**config.mk**
```make
export PLATFORM = sky130hd
export DESIGN_NAME = sd_reg_master
export DESIGN_NICKNAME = d
export VERILOG_FILES = /design/src/rtl/sd_reg_master.sv
export SDC_FILE = /design/constraint.sdc
export NUM_CORES = 1
export LEC_CHECK = 0
export ABC_AREA = 1
export CAP_MARGIN = 20
export CORE_MARGIN = 3
export CORE_UTILIZATION = 50
export DETAILED_ROUTE_END_ITERATION = 12
export HOLD_SLACK_MARGIN = 0.15
export PLACE_DENSITY = 0.76
export SYNTH_ARGS = -nofsm -noshare
export SYNTH_HDL_FRONTEND = slang
export SYNTH_SLANG_ARGS = --single-unit
```
**constraint.sdc**
```tcl
create_clock -name clk -period 2.7 [get_ports clk]
set_clock_uncertainty 0.2 [all_clocks]
set_input_delay 0.27 -clock clk [delete_from_list [all_inputs] [get_ports clk]]
set_output_delay 0.27 -clock clk [all_outputs]
set_load 0.02 [all_outputs]
```
**src/rtl/sd_reg_master.sv**
```systemverilog
// Word-level register master: turns WRITE/READ/POLL word requests into byte-wide
// accesses on a simple register-slave bus (we/addr/data_out, combinational data_in).
module sd_reg_master #(
  parameter int unsigned POLL_MAX = 1024
) (
  input  logic        clk,
  input  logic        rst,
  input  logic        req_valid,
  output logic        req_ready,
  input  logic [1:0]  req_op,
  input  logic [6:0]  req_addr,
  input  logic [31:0] req_wdata,
  output logic        rsp_valid,
  output logic [31:0] rsp_rdata,
  output logic        rsp_err,
  output logic        we,
  output logic [6:0]  addr,
  output logic [7:0]  data_out,
  input  logic [7:0]  data_in
);

  localparam logic [2:0] StIdle = 3'd0;
  localparam logic [2:0] StWr   = 3'd1;
  localparam logic [2:0] StRd   = 3'd2;
  localparam logic [2:0] StChk  = 3'd3;
  localparam logic [2:0] StRsp  = 3'd4;

  localparam logic [1:0] OpWrite = 2'b00;
  localparam logic [1:0] OpRead  = 2'b01;
  localparam logic [1:0] OpPoll  = 2'b10;

  logic [2:0]  state_q, state_d;
  logic [1:0]  byte_cnt_q, byte_cnt_d;
  logic [15:0] poll_cnt_q, poll_cnt_d;
  logic [1:0]  op_q, op_d;
  logic [4:0]  waddr_q, waddr_d;
  // WRITE: data still to be sent, MSB-aligned; POLL: the mask.
  logic [31:0] wdata_q, wdata_d;
  // Bytes captured so far in the current read word, newest at the top.
  logic [23:0] rdata_q, rdata_d;
  logic        we_q, we_d;
  logic [6:0]  addr_q, addr_d;
  logic [7:0]  data_out_q, data_out_d;
  logic        rsp_valid_q, rsp_valid_d;
  logic [31:0] rsp_rdata_q, rsp_rdata_d;
  logic        rsp_err_q, rsp_err_d;

  logic [31:0] word_next;
  logic [16:0] poll_inc;
  logic [1:0]  cnt_inc;
  logic        poll_hit;
  logic        unused_addr_lsb;

  assign unused_addr_lsb = ^req_addr[1:0];

  always_comb begin
    state_d     = state_q;
    byte_cnt_d  = byte_cnt_q;
    poll_cnt_d  = poll_cnt_q;
    op_d        = op_q;
    waddr_d     = waddr_q;
    wdata_d     = wdata_q;
    rdata_d     = rdata_q;
    we_d        = 1'b0;
    addr_d      = 7'd0;
    data_out_d  = 8'd0;
    rsp_valid_d = 1'b0;
    rsp_rdata_d = rsp_rdata_q;
    rsp_err_d   = rsp_err_q;

    word_next = {data_in, rdata_q};
    poll_inc  = {1'b0, poll_cnt_q} + 17'd1;
    cnt_inc   = byte_cnt_q + 2'd1;
    poll_hit  = (word_next & wdata_q) != 32'd0;

    case (state_q)
      StIdle: begin
        if (req_valid) begin
          op_d       = req_op;
          waddr_d    = req_addr[6:2];
          byte_cnt_d = 2'd0;
          poll_cnt_d = 16'd0;
          rdata_d    = 24'd0;
          wdata_d    = req_wdata;
          case (req_op)
            OpWrite: begin
              // Most significant byte first so a byte-0 start trigger sees the whole word.
              state_d    = StWr;
              we_d       = 1'b1;
              addr_d     = {req_addr[6:2], 2'b11};
              data_out_d = req_wdata[31:24];
              wdata_d    = {req_wdata[23:0], 8'h00};
            end
            OpRead, OpPoll: begin
              state_d = StRd;
              addr_d  = {req_addr[6:2], 2'b00};
            end
            default: begin
              state_d     = StRsp;
              rsp_valid_d = 1'b1;
              rsp_err_d   = 1'b1;
              rsp_rdata_d = 32'd0;
            end
          endcase
        end
      end

      StWr: begin
        if (byte_cnt_q == 2'd3) begin
          state_d     = StRsp;
          byte_cnt_d  = 2'd0;
          rsp_valid_d = 1'b1;
          rsp_err_d   = 1'b0;
          rsp_rdata_d = 32'd0;
        end else begin
          byte_cnt_d = cnt_inc;
          we_d       = 1'b1;
          addr_d     = {waddr_q, ~cnt_inc};
          data_out_d = wdata_q[31:24];
          wdata_d    = {wdata_q[23:0], 8'h00};
        end
      end

      StRd: begin
        rdata_d = word_next[31:8];
        if (byte_cnt_q != 2'd3) begin
          byte_cnt_d = cnt_inc;
          addr_d     = {waddr_q, cnt_inc};
        end else begin
          // Word complete: the poll decision is made here so a final iteration
          // goes straight to the response; CHK is only the gap before a retry.
          byte_cnt_d = 2'd0;
          if (op_q == OpRead || poll_hit) begin
            state_d     = StRsp;
            rsp_valid_d = 1'b1;
            rsp_err_d   = 1'b0;
            rsp_rdata_d = word_next;
          end else begin
            poll_cnt_d = poll_inc[15:0];
            if (poll_inc == 17'(POLL_MAX)) begin
              state_d     = StRsp;
              rsp_valid_d = 1'b1;
              rsp_err_d   = 1'b1;
              rsp_rdata_d = word_next;
            end else begin
              state_d = StChk;
            end
          end
        end
      end

      StChk: begin
        state_d = StRd;
        rdata_d = 24'd0;
        addr_d  = {waddr_q, 2'b00};
      end

      StRsp: begin
        state_d = StIdle;
      end

      default: begin
        state_d = StIdle;
      end
    endcase
  end

  always_ff @(posedge clk) begin
    if (rst) begin
      state_q     <= StIdle;
      byte_cnt_q  <= 2'd0;
      poll_cnt_q  <= 16'd0;
      op_q        <= OpWrite;
      waddr_q     <= 5'd0;
      wdata_q     <= 32'd0;
      rdata_q     <= 24'd0;
      we_q        <= 1'b0;
      addr_q      <= 7'd0;
      data_out_q  <= 8'd0;
      rsp_valid_q <= 1'b0;
      rsp_rdata_q <= 32'd0;
      rsp_err_q   <= 1'b0;
    end else begin
      state_q     <= state_d;
      byte_cnt_q  <= byte_cnt_d;
      poll_cnt_q  <= poll_cnt_d;
      op_q        <= op_d;
      waddr_q     <= waddr_d;
      wdata_q     <= wdata_d;
      rdata_q     <= rdata_d;
      we_q        <= we_d;
      addr_q      <= addr_d;
      data_out_q  <= data_out_d;
      rsp_valid_q <= rsp_valid_d;
      rsp_rdata_q <= rsp_rdata_d;
      rsp_err_q   <= rsp_err_d;
    end
  end

  assign req_ready = (state_q == StIdle);
  assign rsp_valid = rsp_valid_q;
  assign rsp_rdata = rsp_rdata_q;
  assign rsp_err   = rsp_err_q;
  assign we        = we_q;
  assign addr      = addr_q;
  assign data_out  = data_out_q;

endmodule
```
==> run metrics <==
outcome=complete, no violations; routed vias=6241; Layout Area Growth over Synthesis=26.86%; # diodes=0; P per Cell Area=1048 mW/mm^2; ranking of synthesized cells by area=dfxtp_1 43%, nand2_1 17%, a21oi_1 7.3%; Final Critical Period=2.365 ns; Clock Path Buffers=2; r2r worst-path depth=12; total power=about 8.3 mW; syn_nets=about 970; Netlist cell types=35; Seq/Total Area, Yosys=42.82%; mux contribution to synthesized area=0%; initial antenna violation count=0; critical path launch point type=register; Min-Delay Startpoint=req_wdata[5]; Period Utilization, post-route=87.58%; CTS tree=done; Async SR Flop Fraction=0%; Mapped Area=around 0.0063 sq mm; CP Buf/Inv Count=1; CTS sink count=134; number of cells on the critical path=12; # rows=40; top_reg_cell synth=dfxtp_1; GPL Wtd Cong=0.8963; RR Startpoint=poll_cnt_q[0]; critical path peak fanout=34; clock buffer count from CTS=17; FF-to-FF setup slack=0.34 ns; first-pass GRT wire length=27970 microns; CP delay by family, top=simple AND/OR/NAND/NOR gates; max-cap violation count=0; global route overflow=0; leading area contributor after synthesis=dfxtp_1; syn_area_per_cell=6.884 sq um; Die Width=117.9 microns; commonest non-fill, non-tap cell in the layout=nand2_1; combinational family with the most area after synthesis=simple AND/OR/NAND/NOR gates; initial core utilization=51.73%; GRT Resource Usage Total=24.53%; simple-gate share of the synthesized area=29.38%; full die area=roughly 0.014 sq mm; number of H-tree levels=4; CORE AREA=0.01211 sq mm; worst hold-check path type=in -> reg; Setup Viol. Count Final=0; final WL=16740 microns; number of synthesized flops with an enable pin=0; fmax=0.4229 GHz; most frequent cells in the layout=278 x nand2_1, 134 x dfxtp_1, 99 x clkdlybuf4s50_1, 91 x a21oi_1, 83 x nor2_1; Ports=103; CP endpoint kind=register; Worst-Skew Late Latency=0.42 ns; crit path kind=reg -> reg; largest net degree at the start of global routing=67; port bufs=100; clk slew on worst S/H paths=~0.050 ns; last element of the critical path=rsp_rdata[29]; first drt pass iteration count=5; CP Cell Sequence=ha_1 -> nand3_1 -> nor2_1 -> nand3_1 -> nand2_1 -> nand3_1 -> nor2_1 -> nand3_2 -> nand2_4 -> buf_12 -> nand3_1 -> a21oi_1; max-slew violations=0; Synth Register Bits=between 100 and 150; DR WL/cell=~14 microns; Final Hold Vio Count=0; Layout Nets=about 1100; Die H=117.9 microns; top-area cell type share of the netlist area=roughly 43%; compound-gate portion of the synthesized area=18.45%; Peak VDD IR=approximately 570 uV; unrepaired setup endpoints after global routing=false; Worst Path Arrival=between 2 and 3 ns; slowest stage cell, crit path=dfxtp_1; filler cell count=1099; setup_tns=0 ns; DRT iter0 DRCs=635; Post-Synth Adder-Cell Area=1.398%; most frequent cell on the critical path=nand3_1; vias per cell=5.334; root cell of the clock tree=clkbuf_16; postcts setup bufs=0; vias in the first global route=5669; leakage power=3.166 nW; DRT antenna net count=0; dpl hpwl=roughly 12000 microns; Critical Path RT=2.84 ns; CP peak stage delay=0.39 ns; layout cell share with drive strength beyond 1=7.385%; Slew HR=53.04%; reg-to-reg endpoint=rsp_rdata[29]; actual slew at the worst max-slew pin=0.7018 ns; xor/xnor cell area share of the yosys netlist=less than 1%; Cells after Synth=910; CP Launch Point=poll_cnt_q[0]; drt drc=0; synth warn=0
[metrics by stage]
stage,utilization (%),hold WS [ns],worst slack (ns),instances,cell area [sq um]
2_1_floorplan,-,0.2049,0.6426,910,6265
3_3_place_gp,60.97,0.2499,0.3203,1140,7385
3_5_place_dp,60.97,0.2550,0.2990,1140,7385
4_1_cts,65.60,0.2434,0.2994,1170,7945
5_1_grt,65.62,0.2635,0.07865,1170,7948
6_report,65.62,0.2562,0.3353,1170,7948
[layout make-up]
type	instances	area (sq um)	share of cell area [%]
well taps	168	210.2	2.645
flip-flops and latches	134	2683	33.75
inverters	57	214.0	2.692
multi-input cells	665	3114	39.18
clock inverters	4	45.04	0.5668
clock buffers	25	505.5	6.360
repair buffers	117	1176	14.80
[how the worst min path moves through the flow]
stage | slack, ns | to | depth (start not counted)
2_1_floorplan | 0.20 | waddr_q[0] | 2
3_3_place_gp | 0.25 | rsp_rdata[18] | 2
3_5_place_dp | 0.25 | waddr_q[4] | 2
4_1_cts | 0.24 | wdata_q[5] | 3
5_1_grt | 0.26 | wdata_q[5] | 3
6_report | 0.26 | wdata_q[5] | 3
[per-layer routing]
metal  wire length (microns)  track usage (%)  up-vias
met2                    7648            38.27      234
met5                       0                0        -
met3                    1186            6.151       20
met1                    7713            33.93     2822
li1                        -                -     3165
met4                     192            6.667        0
[timing repair]
action / 4_1_cts / 5_1_grt
endpoints found under the hold margin: 1 / 0
hold buffers: 1 / 0
endpoints found under the setup margin: 0 / 8
gates resized for setup: 0 / 1
[registers in the layout, summed over array words and instances, names as in the netlist]
signal      cells
rsp_valid       1
rdata_q        24
poll_cnt_q     16
we              1
wdata_q        32
rsp_rdata      32
state_q         3
addr            7
byte_cnt_q      2
data_out        8
waddr_q         5
op_q            2
rsp_err         1
[worst reg2reg max path, cell delays in order (launching register included)]
cell	delay, ns
dfxtp_1	0.39
ha_1	0.21
nand3_1	0.15
nor2_1	0.24
nand3_1	0.11
nand2_1	0.09
nand3_1	0.07
nor2_1	0.13
nand3_2	0.12
nand2_4	0.11
buf_12	0.19
nand3_1	0.13
a21oi_1	0.16
[cells in the mapped netlist (5+ instances only)]
cell type    n
a21oi_1     91
a21oi_2     10
a22oi_1      8
a31oi_1     24
a32oi_1      5
buf_2       11
buf_4        6
clkbuf_1    33
dfxtp_1    134
ha_1         7
inv_1       52
nand2_1    279
nand2_2      5
nand3_1     55
nand4_1     11
nor2_1      85
nor2_2       6
o21ai_0     62
[where the power goes]
group | leakage [nW] | switching, mW | internal [mW] | total, mW
clock network | 0.275 | 0.792 | 1.37 | 2.16
logic | 1.79 | 2.03 | 1.23 | 3.26
registers | 1.10 | 0.423 | 2.48 | 2.90
[cell families after synthesis]
kind of cell | after synthesis
buf+inv | 111
flops | 134
simple gates | 449
xor+xnor | 2
compound gates | 207
fa+ha+maj | 7
No activity file was read; power rests on OpenSTA's default activity.
